### src/rtl/dmem_access_ctrl.sv
// rtl/dmem_access_ctrl.sv - MEM-stage data-memory access sequencer; optional watchdog via DMEM_TIMEOUT_EN
module dmem_access_ctrl #(
    parameter int TIMEOUT_CYCLES = 1023
) (
    input  logic        clk,
    input  logic        rst,
    input  logic        req_valid,
    input  logic        req_store,
    input  logic [2:0]  req_funct3,
    input  logic [31:0] req_addr,
    input  logic [31:0] req_wdata,
    input  logic        hold,
    output logic [31:0] dmem_addr,
    output logic [3:0]  dmem_rmask,
    output logic [3:0]  dmem_wmask,
    output logic [31:0] dmem_wdata,
    input  logic [31:0] dmem_rdata,
    input  logic        dmem_resp,
    output logic        stall,
    output logic        done,
    output logic [31:0] load_data,
    output logic        misaligned,
    output logic        timeout_err
);

    typedef enum logic [1:0] {
        S_IDLE = 2'd0,
        S_WAIT = 2'd1,
        S_DONE = 2'd2
    } state_t;

    state_t      r_state;
    state_t      w_state_nxt;
    logic [31:0] r_addr;
    logic [1:0]  r_off;
    logic [2:0]  r_funct3;
    logic        r_store;
    logic [31:0] r_load_data;

    logic [1:0]  w_off;
    logic        w_legal;
    logic        w_aligned;
    logic [3:0]  w_mask;
    logic        w_issue;
    logic        w_reject;
    logic        w_timeout;
    logic [31:0] w_shifted;
    logic [31:0] w_fmt;

    // Decode the incoming request: legality, alignment and byte-lane mask
    always_comb begin
        w_off = req_addr[1:0];
        case (req_funct3)
            3'b000, 3'b001, 3'b010: w_legal = 1'b1;
            3'b100, 3'b101:         w_legal = !req_store;
            default:                w_legal = 1'b0;
        endcase
        case (req_funct3[1:0])
            2'b01:   w_aligned = !w_off[0];
            2'b10:   w_aligned = (w_off == 2'b00);
            default: w_aligned = 1'b1;
        endcase
        case (req_funct3[1:0])
            2'b00:   w_mask = 4'b0001 << w_off;
            2'b01:   w_mask = 4'b0011 << w_off;
            default: w_mask = 4'b1111;
        endcase
        // Reset masks everything so a request held across reset never reaches memory
        w_issue  = !rst && (r_state == S_IDLE) && req_valid && w_legal && w_aligned;
        w_reject = !rst && (r_state == S_IDLE) && req_valid && !(w_legal && w_aligned);
    end

    // Align and extend read data using the offset/width captured at issue
    always_comb begin
        w_shifted = dmem_rdata >> {r_off, 3'b000};
        case (r_funct3)
            3'b000:  w_fmt = {{24{w_shifted[7]}}, w_shifted[7:0]};
            3'b100:  w_fmt = {24'h000000, w_shifted[7:0]};
            3'b001:  w_fmt = {{16{w_shifted[15]}}, w_shifted[15:0]};
            3'b101:  w_fmt = {16'h0000, w_shifted[15:0]};
            3'b010:  w_fmt = w_shifted;
            default: w_fmt = 32'h0;
        endcase
        if (r_store) begin
            w_fmt = 32'h0;
        end
    end

`ifdef DMEM_TIMEOUT_EN
    localparam int TCNT_W = $clog2(TIMEOUT_CYCLES + 1);

    logic [TCNT_W-1:0] r_tcnt;
    logic              r_timeout_err;

    // Count WAIT cycles from zero on each issue; the error flag is sticky until reset
    always_ff @(posedge clk) begin
        if (rst) begin
            r_tcnt        <= '0;
            r_timeout_err <= 1'b0;
        end else begin
            if (w_issue) begin
                r_tcnt <= '0;
            end else if (r_state == S_WAIT && !dmem_resp) begin
                r_tcnt <= r_tcnt + 1'b1;
            end
            if (w_timeout) begin
                r_timeout_err <= 1'b1;
            end
        end
    end

    // The last permitted WAIT cycle without a response gives up; a response in that cycle still wins
    assign w_timeout   = !rst && (r_state == S_WAIT) && !dmem_resp
                         && (r_tcnt == TCNT_W'(TIMEOUT_CYCLES - 1));
    assign timeout_err = r_timeout_err;
`else
    assign w_timeout   = 1'b0;
    assign timeout_err = 1'b0;
`endif

    // Next-state and output decode; every output idles at zero
    always_comb begin
        w_state_nxt = r_state;
        dmem_addr   = 32'h0;
        dmem_rmask  = 4'h0;
        dmem_wmask  = 4'h0;
        dmem_wdata  = 32'h0;
        stall       = 1'b0;
        done        = 1'b0;
        load_data   = 32'h0;
        misaligned  = 1'b0;
        if (!rst) begin
            case (r_state)
                S_IDLE: begin
                    if (w_issue) begin
                        dmem_addr = {req_addr[31:2], 2'b00};
                        if (req_store) begin
                            dmem_wmask = w_mask;
                            dmem_wdata = req_wdata << {w_off, 3'b000};
                        end else begin
                            dmem_rmask = w_mask;
                        end
                        stall       = 1'b1;
                        w_state_nxt = S_WAIT;
                    end else if (w_reject) begin
                        misaligned = 1'b1;
                        done       = 1'b1;
                    end
                end
                S_WAIT: begin
                    dmem_addr = r_addr;
                    if (dmem_resp) begin
                        done        = 1'b1;
                        load_data   = w_fmt;
                        w_state_nxt = hold ? S_DONE : S_IDLE;
                    end else if (w_timeout) begin
                        done        = 1'b1;
                        w_state_nxt = S_IDLE;
                    end else begin
                        stall = 1'b1;
                    end
                end
                S_DONE: begin
                    // Parked until the pipeline moves so the held instruction is not issued twice
                    load_data = r_load_data;
                    if (!hold) begin
                        w_state_nxt = S_IDLE;
                    end
                end
                default: w_state_nxt = S_IDLE;
            endcase
        end
    end

    // State register plus the request fields captured at issue and the finished load result
    always_ff @(posedge clk) begin
        if (rst) begin
            r_state     <= S_IDLE;
            r_addr      <= 32'h0;
            r_off       <= 2'b00;
            r_funct3    <= 3'b000;
            r_store     <= 1'b0;
            r_load_data <= 32'h0;
        end else begin
            r_state <= w_state_nxt;
            if (w_issue) begin
                r_addr   <= {req_addr[31:2], 2'b00};
                r_off    <= w_off;
                r_funct3 <= req_funct3;
                r_store  <= req_store;
            end
            if (r_state == S_WAIT && dmem_resp) begin
                r_load_data <= w_fmt;
            end
        end
    end

endmodule
### config.mk
export PLATFORM = sky130hd
export DESIGN_NAME = dmem_access_ctrl
export DESIGN_NICKNAME = d
export VERILOG_FILES = /design/src/rtl/dmem_access_ctrl.sv
export SDC_FILE = /design/constraint.sdc
export NUM_CORES = 1
export LEC_CHECK = 0
export ABC_AREA = 1
export CORE_MARGIN = 2
export CORE_UTILIZATION = 40
export DETAILED_ROUTE_END_ITERATION = 6
export DONT_BUFFER_PORTS = 1
export GPL_ROUTABILITY_DRIVEN = 0
export SYNTH_ARGS = -nofsm -noshare
export SYNTH_HDL_FRONTEND = slang
export SYNTH_SLANG_ARGS = --single-unit
export TNS_END_PERCENT = 100
### constraint.sdc
create_clock -name clk -period 2.1 [get_ports clk]
set_input_delay 0.315 -clock clk [delete_from_list [all_inputs] [get_ports clk]]
set_output_delay 0.315 -clock clk [all_outputs]
set_load 0.02 [all_outputs]
==> run summary <==
cell leakage power: 3.06 nW
mean area per synthesized cell: 5.97 µm²
crit-path max FO: 7
min-delay worst type: in2reg
first-pass GRT wire length: 25900 µm
hold path cells: 1
Hold Path End: r_addr[15]
Worst R2R Start: r_state[0]
max cap viols: 0
Setup violations, final: 47
total chip power: 5.31 mW
Final Hold Fails: 0
Main synth FF type: dfxtp_1
die span in y: 114 µm
FF+latch count, synth: 70
reg2reg setup slack: 0.25 ns
Avg WL per Cell: 16.5 µm
post-synth top area share: 28.7%
detailed-route via count: 5803
commonest cells in the netlist: 322 x nand2_1, 112 x a21oi_1, 70 x dfxtp_1, 69 x nand3_1, 41 x nor2_1
WP data required: 1.78 ns
Hold WS: 0.0377 ns
failing checks: negative setup slack
drt initial violations: 394
GRT Util Overall: 24.4%
Ports: 213
Seq/Total Area, Yosys: 28.7%
Post-synth EDFFs: 0
global route overflow: 0
CP Capture Type: primary output
setup ws final: -0.0609 ns
vias per inst: 5.57
initial antenna violation count: 0
largest net degree at the start of global routing: 68
ant diodes: 0
R2R depth: 11
Placed Instance Area: 5470 µm²
clk_skew: 0.00691 ns
antenna-violating nets left: 0
Fmax achieved: 0.463 GHz
total CTS buffers: 9
Synth area leaders: dfxtp_1 29%, nand2_1 25%, a21oi_1 11%
Final Cell Area: 7160 µm²
clock sink count: 70
maximum VDD drop: 0.736 mV
Synth Instances: 817
DP Wirelength: 11100 µm
CTS clock-pin slew for the worst setup and hold paths: 0.06 ns
RSZ-0062 raised after global routing: yes
htree depth: 3
die width: 114 µm
area of the die: 13100 µm²
DRC: 0
crit path kind: reg2out
hold_buf cts: 0
Clock Path Buffers: 2
initial core utilization: 40.8%
post-synth top area cell: dfxtp_1
Core Region: 12000 µm²
Worst Path Arrival: 1.85 ns
Post-Synthesis Cell Area: 4880 µm²
pwr dens: 741 nW/µm²
final wirelength: 17200 µm
max-slew violation count: 0
cell with the most instances after synthesis: nand2_1
filler cell count: 1080
TritonCTS clock tree: done
vias in the first global route: 5418
FFs w/ async S/R, synth: 0%
clk root buf: clkbuf_16
drt pass-1 iters: 6
crit path launch type: register
status: finished, violations left
Hold Startpoint: rst
port bufs: 0
post-route minimum period: 2.16 ns
Tcrit/Tclk final: 103%
FF-to-FF End: r_addr[28]
Post-Route Setup TNS: -1.41 ns
Syn-to-layout area delta: 46.7%
Yosys Warn Count: 0
clk_lat worst skew: 0.34 ns
share of cells above drive strength 1: 35.8%
Layout Nets: 1001
FP Rows: 40
Synth cell types: 29
[cell families (layout without fill, tap and decap cells)]
kind of cell,count (synthesis),count (layout),synth area share [%]
compound gates,165,165,18.2
fa+ha+maj,7,7,1.79
buf+inv,105,176,9.79
flops,70,70,28.7
mux,3,3,0.615
other cells,1,3,0.0768
simple gates,466,470,40.8
[repair_timing]
item                                    in CTS  in global routing
endpoints found under the setup margin     103                103
gates cloned                                 5                  6
pin swaps                                   18                 69
gates resized for setup                    112                169
setup buffers                               10                 15
[critical path: stages (launching register included)]
cell      delay, ns
dfxtp_2        0.33
inv_4          0.08
ha_4           0.14
inv_2          0.04
nor2_4         0.08
nand2_2        0.08
nor2_4         0.12
nand2_4        0.08
clkinv_8       0.08
nand3_4        0.12
buf_12         0.18
nor2_4         0.17
[routing by layer]
metal	up-vias	part of all wire (%)	track usage, %
met3	28	8.0	6.67
met5	-	0	0
met4	0	1.8	8.21
met2	244	51	42.1
li1	2804	-	-
met1	2727	39	29.1
[flip-flops by register name, summed over array words and instances, names as in the netlist]
register,flops
r_addr,30
r_store,1
r_load_data,32
r_state,2
r_off,2
r_funct3,3
[how the worst max path moves through the flow]
stage                          start             end  slack [ns]  cells after the start
final                     r_state[1]  dmem_wdata[12]       -0.06                     11
after global routing      r_state[1]  dmem_wdata[12]       -0.17                     10
after CTS                 r_state[1]   dmem_wdata[6]       -0.10                     11
after detailed placement    r_off[0]   load_data[10]       0.009                      8
after global placement      r_off[0]    load_data[8]        0.12                      8
after floorplan           r_state[0]  dmem_wdata[31]        0.09                     10
[cell type report]
| type | count | area (µm²) | area share, % |
|---|---|---|---|
| Timing Repair Buffer | 120 | 1180 | 16.5 |
| Multi-Input combinational cell | 648 | 3920 | 54.7 |
| Sequential cell | 70 | 1420 | 19.8 |
| Tap cell | 147 | 184 | 2.57 |
| Inverter | 40 | 175 | 2.45 |
| Clock inverter | 6 | 46.3 | 0.647 |
| Clock buffer | 10 | 239 | 3.34 |
[power by group]
group	switching, mW	internal [mW]	leakage (nW)
logic	1.46	0.857	2.35
clock network	0.614	0.837	0.135
registers	0.0834	1.45	0.571
total	2.16	3.14	3.06
[layout by cell type, fill, tap and decap left out, drive strengths merged, types with 18 or more instances in the layout]
cell    synthesis  layout
dfxtp          70      70
o211ai         18      18
nor2           55      55
nand2         325     325
o21ai          30      30
buf            33     118
inv            40      38
nand3          73      77
a21oi         112     112
[metrics by stage]
stage	utilization [%]	setup WS (ns)	cells
3_3_place_gp	45.7	0.116	990
6_report	59.9	-0.0609	1041
5_1_grt	59.9	-0.175	1041
4_1_cts	52.5	-0.104	1021
2_1_floorplan	-	0.0941	819
3_5_place_dp	45.7	0.00942	990
Note: power is estimated with default switching activity, not from simulation.
